### src/rtl/mem_port_arbiter.sv
// mem_port_arbiter
//   Shares one downstream request port between N_MASTERS requesters.
//   Arbitration is round-robin, and only one transaction can be in flight.
//   The winning request is captured into registers and presented downstream.
//   The response is then routed back to the master that owns the transaction.
//   A watchdog ends any transaction whose response never arrives. It returns
//   an error response to the owner.
//
// Ports
//   clk_i, reset_i          clock, asynchronous active-high reset
//   m_req_i / m_gnt_o       per-master request valid / one-hot grant (IDLE only)
//   m_addr_i, m_wdata_i,
//   m_we_i, m_be_i          flattened per-master request fields (slice k = master k)
//   m_rvalid_o              one-hot response strobe to the owner
//   m_rdata_o, m_err_o      response data / error, valid with m_rvalid_o
//   s_req_o / s_gnt_i       downstream request valid / accept
//   s_addr_o, s_wdata_o,
//   s_we_o, s_be_o          registered downstream request fields
//   s_rvalid_i, s_rdata_i,
//   s_err_i                 downstream response
//   busy_o                  a transaction is in progress
//   owner_o                 index of the current/last owner
module mem_port_arbiter #(
    parameter int N_MASTERS = 2,
    parameter int ADDR_W    = 32,
    parameter int DATA_W    = 32,
    parameter int TIMEOUT   = 255,
    parameter int SEL_W     = (N_MASTERS > 1) ? $clog2(N_MASTERS) : 1
) (
    input  logic                          clk_i,
    input  logic                          reset_i,
    input  logic [N_MASTERS-1:0]          m_req_i,
    output logic [N_MASTERS-1:0]          m_gnt_o,
    input  logic [N_MASTERS*ADDR_W-1:0]   m_addr_i,
    input  logic [N_MASTERS*DATA_W-1:0]   m_wdata_i,
    input  logic [N_MASTERS-1:0]          m_we_i,
    input  logic [N_MASTERS*DATA_W/8-1:0] m_be_i,
    output logic [N_MASTERS-1:0]          m_rvalid_o,
    output logic [DATA_W-1:0]             m_rdata_o,
    output logic                          m_err_o,
    output logic                          s_req_o,
    input  logic                          s_gnt_i,
    output logic [ADDR_W-1:0]             s_addr_o,
    output logic [DATA_W-1:0]             s_wdata_o,
    output logic                          s_we_o,
    output logic [DATA_W/8-1:0]           s_be_o,
    input  logic                          s_rvalid_i,
    input  logic [DATA_W-1:0]             s_rdata_i,
    input  logic                          s_err_i,
    output logic                          busy_o,
    output logic [SEL_W-1:0]              owner_o
);
    localparam int BE_W  = DATA_W / 8;
    localparam int CNT_W = $clog2(TIMEOUT + 1);

    typedef enum logic [1:0] {IDLE, REQ, RESP} state_t;

    state_t                              state_q, state_d;
    logic [SEL_W-1:0]                    last_q, owner_q, win_idx;
    logic                                win_vld;
    logic [CNT_W-1:0]                    cnt_q;

    // Reshape the flattened request buses so the winner can be indexed directly.
    logic [N_MASTERS-1:0][ADDR_W-1:0]    addr_v;
    logic [N_MASTERS-1:0][DATA_W-1:0]    wdata_v;
    logic [N_MASTERS-1:0][BE_W-1:0]      be_v;

    assign addr_v  = m_addr_i;
    assign wdata_v = m_wdata_i;
    assign be_v    = m_be_i;

    // Round-robin search that starts just after the last winner.
    // last_q+1+i is at most 2N-1, so a single conditional subtract wraps it.
    always_comb begin
        int idx;
        win_vld = 1'b0;
        win_idx = '0;
        idx     = 0;
        for (int i = 0; i < N_MASTERS; i++) begin
            idx = int'(last_q) + 1 + i;
            if (idx >= N_MASTERS) idx = idx - N_MASTERS;
            if (!win_vld && m_req_i[idx[SEL_W-1:0]]) begin
                win_vld = 1'b1;
                win_idx = idx[SEL_W-1:0];
            end
        end
    end

    always_comb begin
        state_d    = state_q;
        m_gnt_o    = '0;
        m_rvalid_o = '0;
        m_rdata_o  = '0;
        m_err_o    = 1'b0;
        case (state_q)
            IDLE: begin
                if (win_vld) begin
                    m_gnt_o = N_MASTERS'(1) << win_idx;
                    state_d = REQ;
                end
            end
            REQ: begin
                if (s_gnt_i) state_d = RESP;
            end
            RESP: begin
                // A real response takes priority over the watchdog in the same cycle.
                if (s_rvalid_i) begin
                    m_rvalid_o = N_MASTERS'(1) << owner_q;
                    m_rdata_o  = s_rdata_i;
                    m_err_o    = s_err_i;
                    state_d    = IDLE;
                end else if (cnt_q == CNT_W'(TIMEOUT)) begin
                    m_rvalid_o = N_MASTERS'(1) << owner_q;
                    m_err_o    = 1'b1;
                    state_d    = IDLE;
                end
            end
            default: state_d = IDLE;
        endcase
    end

    always_ff @(posedge clk_i or posedge reset_i) begin
        if (reset_i) begin
            state_q   <= IDLE;
            last_q    <= SEL_W'(N_MASTERS - 1);
            owner_q   <= '0;
            cnt_q     <= '0;
            s_addr_o  <= '0;
            s_wdata_o <= '0;
            s_we_o    <= 1'b0;
            s_be_o    <= '0;
        end else begin
            state_q <= state_d;
            if (state_q == IDLE && win_vld) begin
                s_addr_o  <= addr_v[win_idx];
                s_wdata_o <= wdata_v[win_idx];
                s_we_o    <= m_we_i[win_idx];
                s_be_o    <= be_v[win_idx];
                owner_q   <= win_idx;
                last_q    <= win_idx;
            end
            // On the exit cycle the counter may wrap. This is harmless because
            // it is cleared again before the next RESP phase.
            if (state_q == REQ && s_gnt_i)
                cnt_q <= '0;
            else if (state_q == RESP)
                cnt_q <= cnt_q + CNT_W'(1);
        end
    end

    assign s_req_o = (state_q == REQ);
    assign busy_o  = (state_q != IDLE);
    assign owner_o = owner_q;

endmodule
### config.mk
export PLATFORM = sky130hd
export DESIGN_NAME = mem_port_arbiter
export DESIGN_NICKNAME = d
export VERILOG_FILES = /design/src/rtl/mem_port_arbiter.sv
export SDC_FILE = /design/constraint.sdc
export NUM_CORES = 1
export LEC_CHECK = 0
export ABC_AREA = 1
export BUFFER_PORTS_ARGS = -buffer_cell sky130_fd_sc_hd__buf_4
export CORE_MARGIN = 3
export CORE_UTILIZATION = 35
export DETAILED_ROUTE_END_ITERATION = 7
export PLACE_DENSITY_LB_ADDON = 0.1
export SYNTH_ARGS = -nofsm -noshare
export SYNTH_HDL_FRONTEND = slang
export SYNTH_SLANG_ARGS = --single-unit
### constraint.sdc
create_clock -name clk_i -period 3.4 [get_ports clk_i]
set_input_delay 0.68 -clock clk_i [delete_from_list [all_inputs] [get_ports clk_i]]
set_output_delay 0.68 -clock clk_i [all_outputs]
set_load 0.01 [all_outputs]
**Word level (Yosys, flattened, before mapping)**

Index checks and enable logic that the tools add are counted.

- Register bits after elaboration: 81
- Input bits: 177
- Output and inout bits: 109
- Logic and storage cells: 69

- Add/sub/neg operators: 5
- Magnitude comparators: 5
- Equal/unequal tests: 6
- Shifts and indexed selects: 2
- Multiplexer cells: 35
- Reduce and logical (&&, ||, !) cells: 8

Operator list:

| cell | number |
|---|---|
| 32-bit two-way mux | 6 |
| 2-bit two-way mux | 9 |
| 8-bit two-way mux | 2 |
| 1-bit two-way mux | 15 |
| 8-bit by 1-bit adder with 8-bit output, second input constant | 1 |
| 8-bit == test, second input constant | 1 |
| 4-bit two-way mux | 2 |
| 1-bit by 2-bit less-than comparator with 1-bit output, second input constant | 3 |
| 2-bit one-hot mux with 3 select lines | 1 |
| 2-bit nonzero test | 2 |
| 1-bit by 1-bit left shift with 2-bit output, first input constant | 2 |
| 2-bit by 1-bit adder with 3-bit output, second input constant | 1 |
| 3-bit by 2-bit >= comparator with 1-bit output, second input constant | 1 |
| 1-bit logical AND | 3 |
| 3-bit inequality test, second input constant | 1 |
| 3-bit AND reduction | 1 |
| 1-bit by 1-bit adder with 2-bit output, second input constant | 1 |
| 2-bit by 1-bit == test with 1-bit output, second input constant | 1 |
| 2-bit == test, second input constant | 1 |
| 2-bit >= comparator, second input constant | 1 |
| 2-bit logical NOT | 1 |
| 2-bit by 1-bit inequality test with 1-bit output, second input constant | 1 |
| 2-bit inequality test, second input constant | 1 |
| 1-bit subtractor, second input constant | 2 |
| 1-bit logical NOT | 1 |

**Depth between registers and ports, before layout**

Gate-level depths: netlist of the first run.

- Depth in word-level cells: 12
- Gate-level depth with buffers: 8
- Mapped depth without buffers: 7

**Least setup slack after synthesis of the first run**

No wires, ideal clock.

- Kind: input-to-output
- Start: input port s_rvalid_i
- End: output port m_rdata_o[0]
- Data arrival time: 1.380 ns
- Data required time: 2.720 ns
- Path slack: 1.340 ns
- Cell stages on the path: 4
- Path buffers: 2
- Path through: clkbuf_1 clkbuf_1 nand2_1 nor2_1

- Word-level cells in the longest chain between the ends: 2

RTL lines:

| element | line | text |
|---|---|---|
| start: declaration | 47 | `input logic s_rvalid_i,` |
| 32-bit two-way mux | 107 | `if (s_rvalid_i) begin` |
| 32-bit two-way mux | 95 | `case (state_q)` |
| end: declaration | 39 | `output logic [DATA_W-1:0] m_rdata_o,` |

No other way between the ends.

**Final worst setup path of the first run**

- Start: register state_q[0]
- End: output port m_rdata_o[28]

- Word-level cells in the longest chain between the ends: 2

RTL lines:

| element | line | text |
|---|---|---|
| start: declaration | 58 | `state_t state_q, state_d;` |
| start signal: assignment | 133 | `state_q <= state_d;` |
| 2-bit == test | 95 |  |
| 32-bit two-way mux | 95 |  |

No other way between the ends.

==> results of run 1 <==
[final timing paths]
check                                start       endpoint  slack, ps  cells past startpoint
worst min register to register      last_q         last_q        470                      2
worst min-delay path               reset_i   s_addr_o[15]        410                      2
worst max-delay path            state_q[0]  m_rdata_o[28]        820                      4
max in group asynchronous          reset_i  s_wdata_o[14]       2350                      3
min in group clk_i                  last_q         last_q        470                      2
worst max register to register  state_q[0]   s_wdata_o[1]       1560                      6
[layout make-up]
class / instances / area, µm² / area share [%]
sequential: 81 / 2028 / 29.27
inverter: 16 / 61.31 / 0.8846
clock inverter: 4 / 73.82 / 1.065
timing repair buffer: 290 / 2190 / 31.59
clock buffer: 12 / 256.5 / 3.701
multi-input combinational: 548 / 2111 / 30.46
tap: 168 / 210.2 / 3.033
[routing by layer]
metal | share of wire (%) | up-vias
li1 | - | 2564
met1 | 42 | 2121
met2 | 50 | 155
met3 | 6.8 | 11
met4 | 1.0 | 0
met5 | 0 | -
[kinds of logic (layout without fill, tap and decap cells)]
| group | Yosys count | in the layout |
|---|---|---|
| AO/OA/AOI/OAI | 8 | 8 |
| adder cells (fa/ha/maj) | 1 | 1 |
| AND/OR/NAND/NOR | 539 | 539 |
| buffers and inverters | 52 | 322 |
| flip-flops | 81 | 81 |
[worst max-delay path, delay by kind of cell (launching register included)]
| family | cells | cell delay (ps) |
|---|---|---|
| DFF | 1 | 400 |
| and+or+nand+nor | 2 | 900 |
| buffers and inverters | 2 | 260 |
[through the flow]
step	hold WS [ps]	power, mW	instances
after floorplan	443.2	2.877	681
after global placement	460.0	4.025	1103
after detailed placement	465.1	4.047	1103
after CTS	425.0	5.116	1119
after global routing	450.4	5.427	1119
final	406.0	5.039	1119
[report_power, final]
| part | switching (mW) | internal (mW) | total (mW) |
|---|---|---|---|
| clock | 0.370 | 0.685 | 1.05 |
| sequential | 0.238 | 1.40 | 1.63 |
| combinational | 1.33 | 1.02 | 2.35 |
| total | 1.94 | 3.10 | 5.04 |
[synthesized netlist by cell type]
cell / number / area (µm²)
buf_2: 23 / 115.1
buf_4: 1 / 7.510
clkbuf_1: 12 / 45.04
dfrtp_1: 80 / 2002
dfstp_2: 1 / 26.28
ha_1: 1 / 12.51
inv_1: 12 / 45.04
inv_2: 4 / 15.01
nand2_1: 479 / 1798
nand2_2: 1 / 6.260
nand3_1: 10 / 50.05
nand4_1: 2 / 12.51
nor2_1: 45 / 168.9
nor2_4: 1 / 11.26
nor3_1: 1 / 5.000
o21ai_0: 4 / 20.02
o21ai_1: 1 / 5.000
o21bai_1: 1 / 7.510
o22ai_1: 1 / 6.260
o31ai_1: 1 / 7.510
[flip-flops by register name, indices dropped and copies added (netlist names)]
signal	cells
cnt_q	8
last_q	1
owner_o	1
s_addr_o	32
s_be_o	4
s_wdata_o	32
s_we_o	1
state_q	2
[layout by cell type, fill, tap and decap left out, types with 2 or more instances in the layout]
master and instances:
clkinv_2 2, nand2_1 479, nand4_1 2, buf_4 289
clkbuf_16 9, inv_1 11, dfrtp_1 80, inv_2 4
bufinv_16 2, clkbuf_8 2, nor2_1 45, nand3_1 10
o21ai_0 4
==> out/qor.log, run 1 <==
[status] status finished clean
[place] count of buffers inserted at the top-level ports 285
[route] count of TritonRoute iterations in the first routing pass 4
[worst_setup_path] category of the critical setup timing path flop to output port
[logic_synthesis] main combinational cell family by area after synthesis simple AND/OR/NAND/NOR gates
[global_route] vias in the first global route 4535
[timing] crit path setup slack, layout 817.1 ps
[logic_synthesis] area fraction in compound gates after synthesis 1.060%
[timing] Final Hold Fails 0
[global_route] met2 GRT Util 33.88%
[clock_network] Sink Count 81
[timing] final worst clock skew 8.778 ps
[timing] slew of the pin with the lowest slew margin 1072 ps
[timing] achievable clock frequency 387.2 MHz
[logic_synthesis] fraction of the mapped netlist area in simple logic gates 46.99%
[worst_setup_path] worst-path cell chain inv_2 > nand2_1 > nor2_1 > buf_4
[logic_synthesis] mux cell area share after synthesis 0%
[clock_network] clock transition at the register clock pins on the worst setup and hold paths after CTS 60 ps
[worst_setup_path] longest individual stage delay on the worst path 590 ps
[logic_synthesis] synthesized net count 859
[floorplanning] die height 117.7 µm
[clock_network] quantity of gates resized following cts 0
[floorplanning] full die area 13850 µm²
[clock_network] CTS hold repair buffers 0
[route] via density per instance 4.335
[timing] Finish-stage setup viols 0
[timing] fin crit share 75.97%
[logic_synthesis] Cells after Synth 681
[logic_synthesis] sequential share of the synthesized area 46.45%
[clock_network] TritonCTS clock tree built
[timing] max-slew violation count 0
[power] power per standard cell area 727.0 nW/µm²
[timing] worst slew margin relative to its limit 28.36%
[floorplanning] x dimension of the die 117.7 µm
[finish] proportion of layout cells with a drive suffix above 1 32.91%
[global_route] global-route wire length before repair 22.11 mm
[route] Total Routed Length 13.69 mm
[logic_synthesis] number of different library cells in the post-synthesis netlist 20
[finish] antenna cells 0
[clock_network] Worst-Skew Late Latency 320 ps
[global_route] Top Usage Layer GRT met2
[run] number of maximum-capacitance violations 0
[global_route] met1 usage 22.93%
[clock_network] root buf cell clkbuf_16
[finish] area added between synthesis and finish 58.71%
[min_path] Worst Hold Class input port to asynchronous set/reset pin
[logic_synthesis] fraction of the mapped netlist area in adder cells 0.2865%
[route] DR DRC count 0
[global_route] antenna violations before repair 0
[worst_setup_path] peak fanout along the critical path 35
[logic_synthesis] xor and xnor fraction of the mapped netlist area 0%
[route] Detail Route Antenna Nets 0
[worst_setup_path] CP max stage cell nand2_1
[global_route] Total GRT Usage 18.97%
[route] starting DRC count in detailed routing 223
[clock_network] Post-CTS Setup Inserts 0
[worst_setup_path] Worst setup EP type output port
[global_route] grt met3 use 4.950%
[worst_setup_path] worst endpoint required time 2720 ps
[finish] final non-filler cell area 6930 µm²
[place] dpl cell area 6600 µm²
[worst_setup_path] critical path arrival 1900 ps
[place] worst slack after detailed placement 1159 ps
[global_route] maximum number of pins on one net before global-route repair 72
[route] routed via count 4851
[floorplanning] IO Count 286
[logic_synthesis] mapped cell area 4367 µm²
[floorplanning] area of the core 12110 µm²
[clock_network] Clock H-tree levels 3
[clock_network] CTS Buf Count 9
[finish] count of fill cells added during filler insertion 1233
[logic_synthesis] Mean Syn Cell Area 6.412 µm²
[finish] utilization after layout 57.22%
[power] Pleak 4.141 nW
[timing] clock period minus worst slack 2583 ps
[floorplanning] Starting Density 36.05%
[global_route] final global-route overflow total 0
[power] maximum VDD drop 372.6 µV
[worst_setup_path] Worst Setup Start Kind flop
[route] routed length per instance 12.24 µm
[floorplanning] # rows 40
[place] HPWL Detailed 9.972 mm
[timing] accumulated negative setup slack 0 ps
[clock_network] clock tree buffer depth 2
[place] routability cong. 0.7539
[logic_synthesis] Warnings, synthesis 0
[timing] RSZ-0062 raised after global routing false
[finish] Total Nets Final 1124
[logic_synthesis] Yosys reg bits 81
Note: power is estimated with default switching activity, not from simulation.
==> run 2: changes to the inputs <==
==> constraint.sdc (replaced) <==
create_clock -name clk_i -period 2.6 [get_ports clk_i]
set_input_delay 0.52 -clock clk_i [delete_from_list [all_inputs] [get_ports clk_i]]
set_output_delay 0.52 -clock clk_i [all_outputs]
set_load 0.01 [all_outputs]
==> out/qor.log, run 2 (synthesized netlist as in run 1, its figures left out) <==
[timing] achievable clock frequency 461.5 MHz
[global_route] met1 usage 24.86% [+1.9 points]
[worst_setup_path] worst endpoint required time 2080 ps [-640 ps]
[timing] RSZ-0062 raised after global routing false
[finish] antenna cells 0 [unchanged]
[route] DR DRC count 0 [unchanged]
[route] Detail Route Antenna Nets 0 [unchanged]
[route] routed length per instance 12.39 µm [+1.3%]
[status] status finished clean
[power] Logic pwr share 46.9% [+0.3 points]
[power] total power 6.696 mW [+33%]
[worst_setup_path] Reg2Reg Depth 7 [+1]
[clock_network] Clock H-tree levels 3 [unchanged]
[finish] proportion of layout cells with a drive suffix above 1 33.16% [+0.25 points]
[clock_network] CTS Buf Count 9 [unchanged]
[worst_setup_path] CP max stage cell dfrtp_1
[place] routability cong. 0.7655 [+1.5%]
[timing] clock period minus worst slack 2167 ps
[global_route] vias in the first global route 4576 [+0.90%]
[timing] accumulated negative setup slack 0 ps [unchanged]
[floorplanning] Starting Density 36.05% [unchanged]
[worst_setup_path] critical path arrival 1650 ps [-250 ps]
[clock_network] Worst-Skew Late Latency 330 ps [about the same]
[route] Total Routed Length 13.89 mm [+1.5%]
[global_route] grt met3 use 4.661% [-0.29 points]
[worst_setup_path] cell seen most often among critical-path stages nand2_1
[global_route] final global-route overflow total 0 [unchanged]
[route] starting DRC count in detailed routing 244 [+9.4%]
[worst_setup_path] timing startpoint of the critical path cnt_q[0]
[global_route] antenna violations before repair 0 [unchanged]
[power] Pleak 4.160 nW [+0.45%]
[clock_network] clock transition at the register clock pins on the worst setup and hold paths after CTS 70 ps [about the same]
[floorplanning] x dimension of the die 117.7 µm [unchanged]
[global_route] Top Usage Layer GRT met2
[clock_network] Post-CTS Setup Inserts 0 [unchanged]
[clock_network] Sink Count 81 [unchanged]
[worst_setup_path] Worst Setup Start Kind flop
[place] dpl cell area 6643 µm² [+0.64%]
[worst_setup_path] Worst setup EP type output port
[worst_setup_path] register-to-register setup slack 950 ps [-610 ps]
[clock_network] quantity of gates resized following cts 0 [unchanged]
[floorplanning] area of the core 12110 µm² [unchanged]
[floorplanning] IO Count 286 [unchanged]
[worst_setup_path] worst flop-to-flop path startpoint last_q
[run] number of maximum-capacitance violations 0 [unchanged]
[clock_network] root buf cell clkbuf_16
[floorplanning] # rows 40 [unchanged]
[worst_setup_path] last element of the critical path m_rvalid_o[1]
[finish] area added between synthesis and finish 59.71%
[global_route] met2 GRT Util 33.31% [-0.57 points]
[timing] worst slew margin relative to its limit 53.50% [+25 points]
[floorplanning] full die area 13850 µm² [unchanged]
[route] count of TritonRoute iterations in the first routing pass 4 [unchanged]
[finish] number of standard cells in the layout, taps in and fillers out 1121 [+0.18%]
[worst_setup_path] category of the critical setup timing path flop to output port
[clock_network] CTS hold repair buffers 0 [unchanged]
[worst_setup_path] end of the worst register-to-register path s_wdata_o[22]
[timing] Final Hold Fails 0 [unchanged]
[power] portion of total power attributed to sequential cells 31.9% [-0.5 points]
[timing] crit path setup slack, layout 432.9 ps [-384.2 ps]
[finish] largest registers in the final layout s_addr_o (32), s_wdata_o (32), cnt_q (8)
[finish] Total Nets Final 1128 [+0.36%]
[power] power per standard cell area 960.1 nW/µm² [+32%]
[floorplanning] die height 117.7 µm [unchanged]
[power] net switching share of the total power 38.21% [-0.19 points]
[finish] most frequent standard cell in the layout excluding fill and tap cells nand2_1
[finish] utilization after layout 57.58% [+0.36 points]
[route] routed via count 4942 [+1.9%]
[timing] max-slew violation count 0 [unchanged]
[finish] final non-filler cell area 6974 µm² [+0.63%]
[power] Switch Pwr 2.559 mW [+32%]
[finish] most frequent cells in the layout nand2_1, buf_4, dfrtp_1
[place] count of buffers inserted at the top-level ports 285 [unchanged]
[clock_network] clock tree buffer depth 2 [unchanged]
[route] via density per instance 4.409 [+1.7%]
[worst_setup_path] worst-path cell chain ha_1 > nand2_1 > nor2_1 > nand2_1 > nand2_1 > nand2_1 > nor2_1 > buf_4
[clock_network] TritonCTS clock tree built
[min_path] Worst Hold Class input port to asynchronous set/reset pin
[timing] tightest hold margin 303.1 ps [-102.9 ps]
[global_route] global-route wire length before repair 22.56 mm [+2.1%]
[power] maximum VDD drop 845.1 µV [+130%]
[power] cell internal power dissipation 4.137 mW [+33%]
[timing] final worst clock skew 7.649 ps [-1.129 ps]
[global_route] Total GRT Usage 19.51% [+0.54 points]
[worst_setup_path] longest individual stage delay on the worst path 430 ps [-160 ps]
[place] worst slack after detailed placement 668.8 ps [-489.9 ps]
[worst_setup_path] peak fanout along the critical path 6 [-83%]
[power] clock share of power 21.2% [+0.3 points]
[place] HPWL Detailed 10.27 mm [+3.0%]
[timing] fin crit share 83.35%
[global_route] maximum number of pins on one net before global-route repair 72 [unchanged]
[timing] slew of the pin with the lowest slew margin 697.5 ps [-374.6 ps]
[timing] Finish-stage setup viols 0 [unchanged]
[place] number of cells in the design after placement 1107 [+0.36%]
-- run 2: cell types whose count changed in the layout (fill, tap and decap cells not counted) --
cell	previous run	this run
clkinv_2	2	1
clkinv_4	0	1
clkbuf_1	1	0
bufinv_16	2	3
buf_12	1	2
inv_6	1	0
clkinvlp_4	0	1
buf_4	289	292
clkbuf_8	2	0
-- run 2: how the worst min path moves through the flow --
stage | slack (ps) | to
final | 300 | s_addr_o[20]
after global routing | 340 | s_addr_o[20]
after CTS | 320 | s_addr_o[18]
after detailed placement | 460 | last_q
after global placement | 460 | s_addr_o[25]
after floorplan | 440 | last_q
-- run 2: layout make-up --
type | instances | area [µm²]
Timing Repair Buffer | 294 | 2232
Multi-Input combinational cell | 548 | 2111
Inverter | 16 | 61.31
Clock buffer | 9 | 225.2
Clock inverter | 5 | 106.4
Sequential cell | 81 | 2028
Fill cell | 1299 | 5137
Tap cell | 168 | 210.2
-- run 2: layer usage --
layer / up-vias / wire, µm
li1: 2568 / -
met1: 2179 / 5969
met2: 174 / 6659
met3: 21 / 1003
met4: 0 / 260
met5: - / 0
-- run 2: power groups by stage --
| stage | combinational (mW) | sequential, mW | clock (mW) |
|---|---|---|---|
| final | 3.14 | 2.14 | 1.42 |
| after global routing | 3.52 | 2.22 | 1.51 |
| after CTS | 3.21 | 2.14 | 1.45 |
| after detailed placement | 3.20 | 2.15 | 0 |
| after global placement | 3.18 | 2.14 | 0 |
| after floorplan | 1.38 | 2.38 | 0 |
-- run 2: worst max-delay path, delay by kind of cell (launching register included) --
family                     cells  cell delay, ps
DFF                            1             430
adders and majority gates      1             210
and+or+nand+nor                6             550
buffers and inverters          1             130
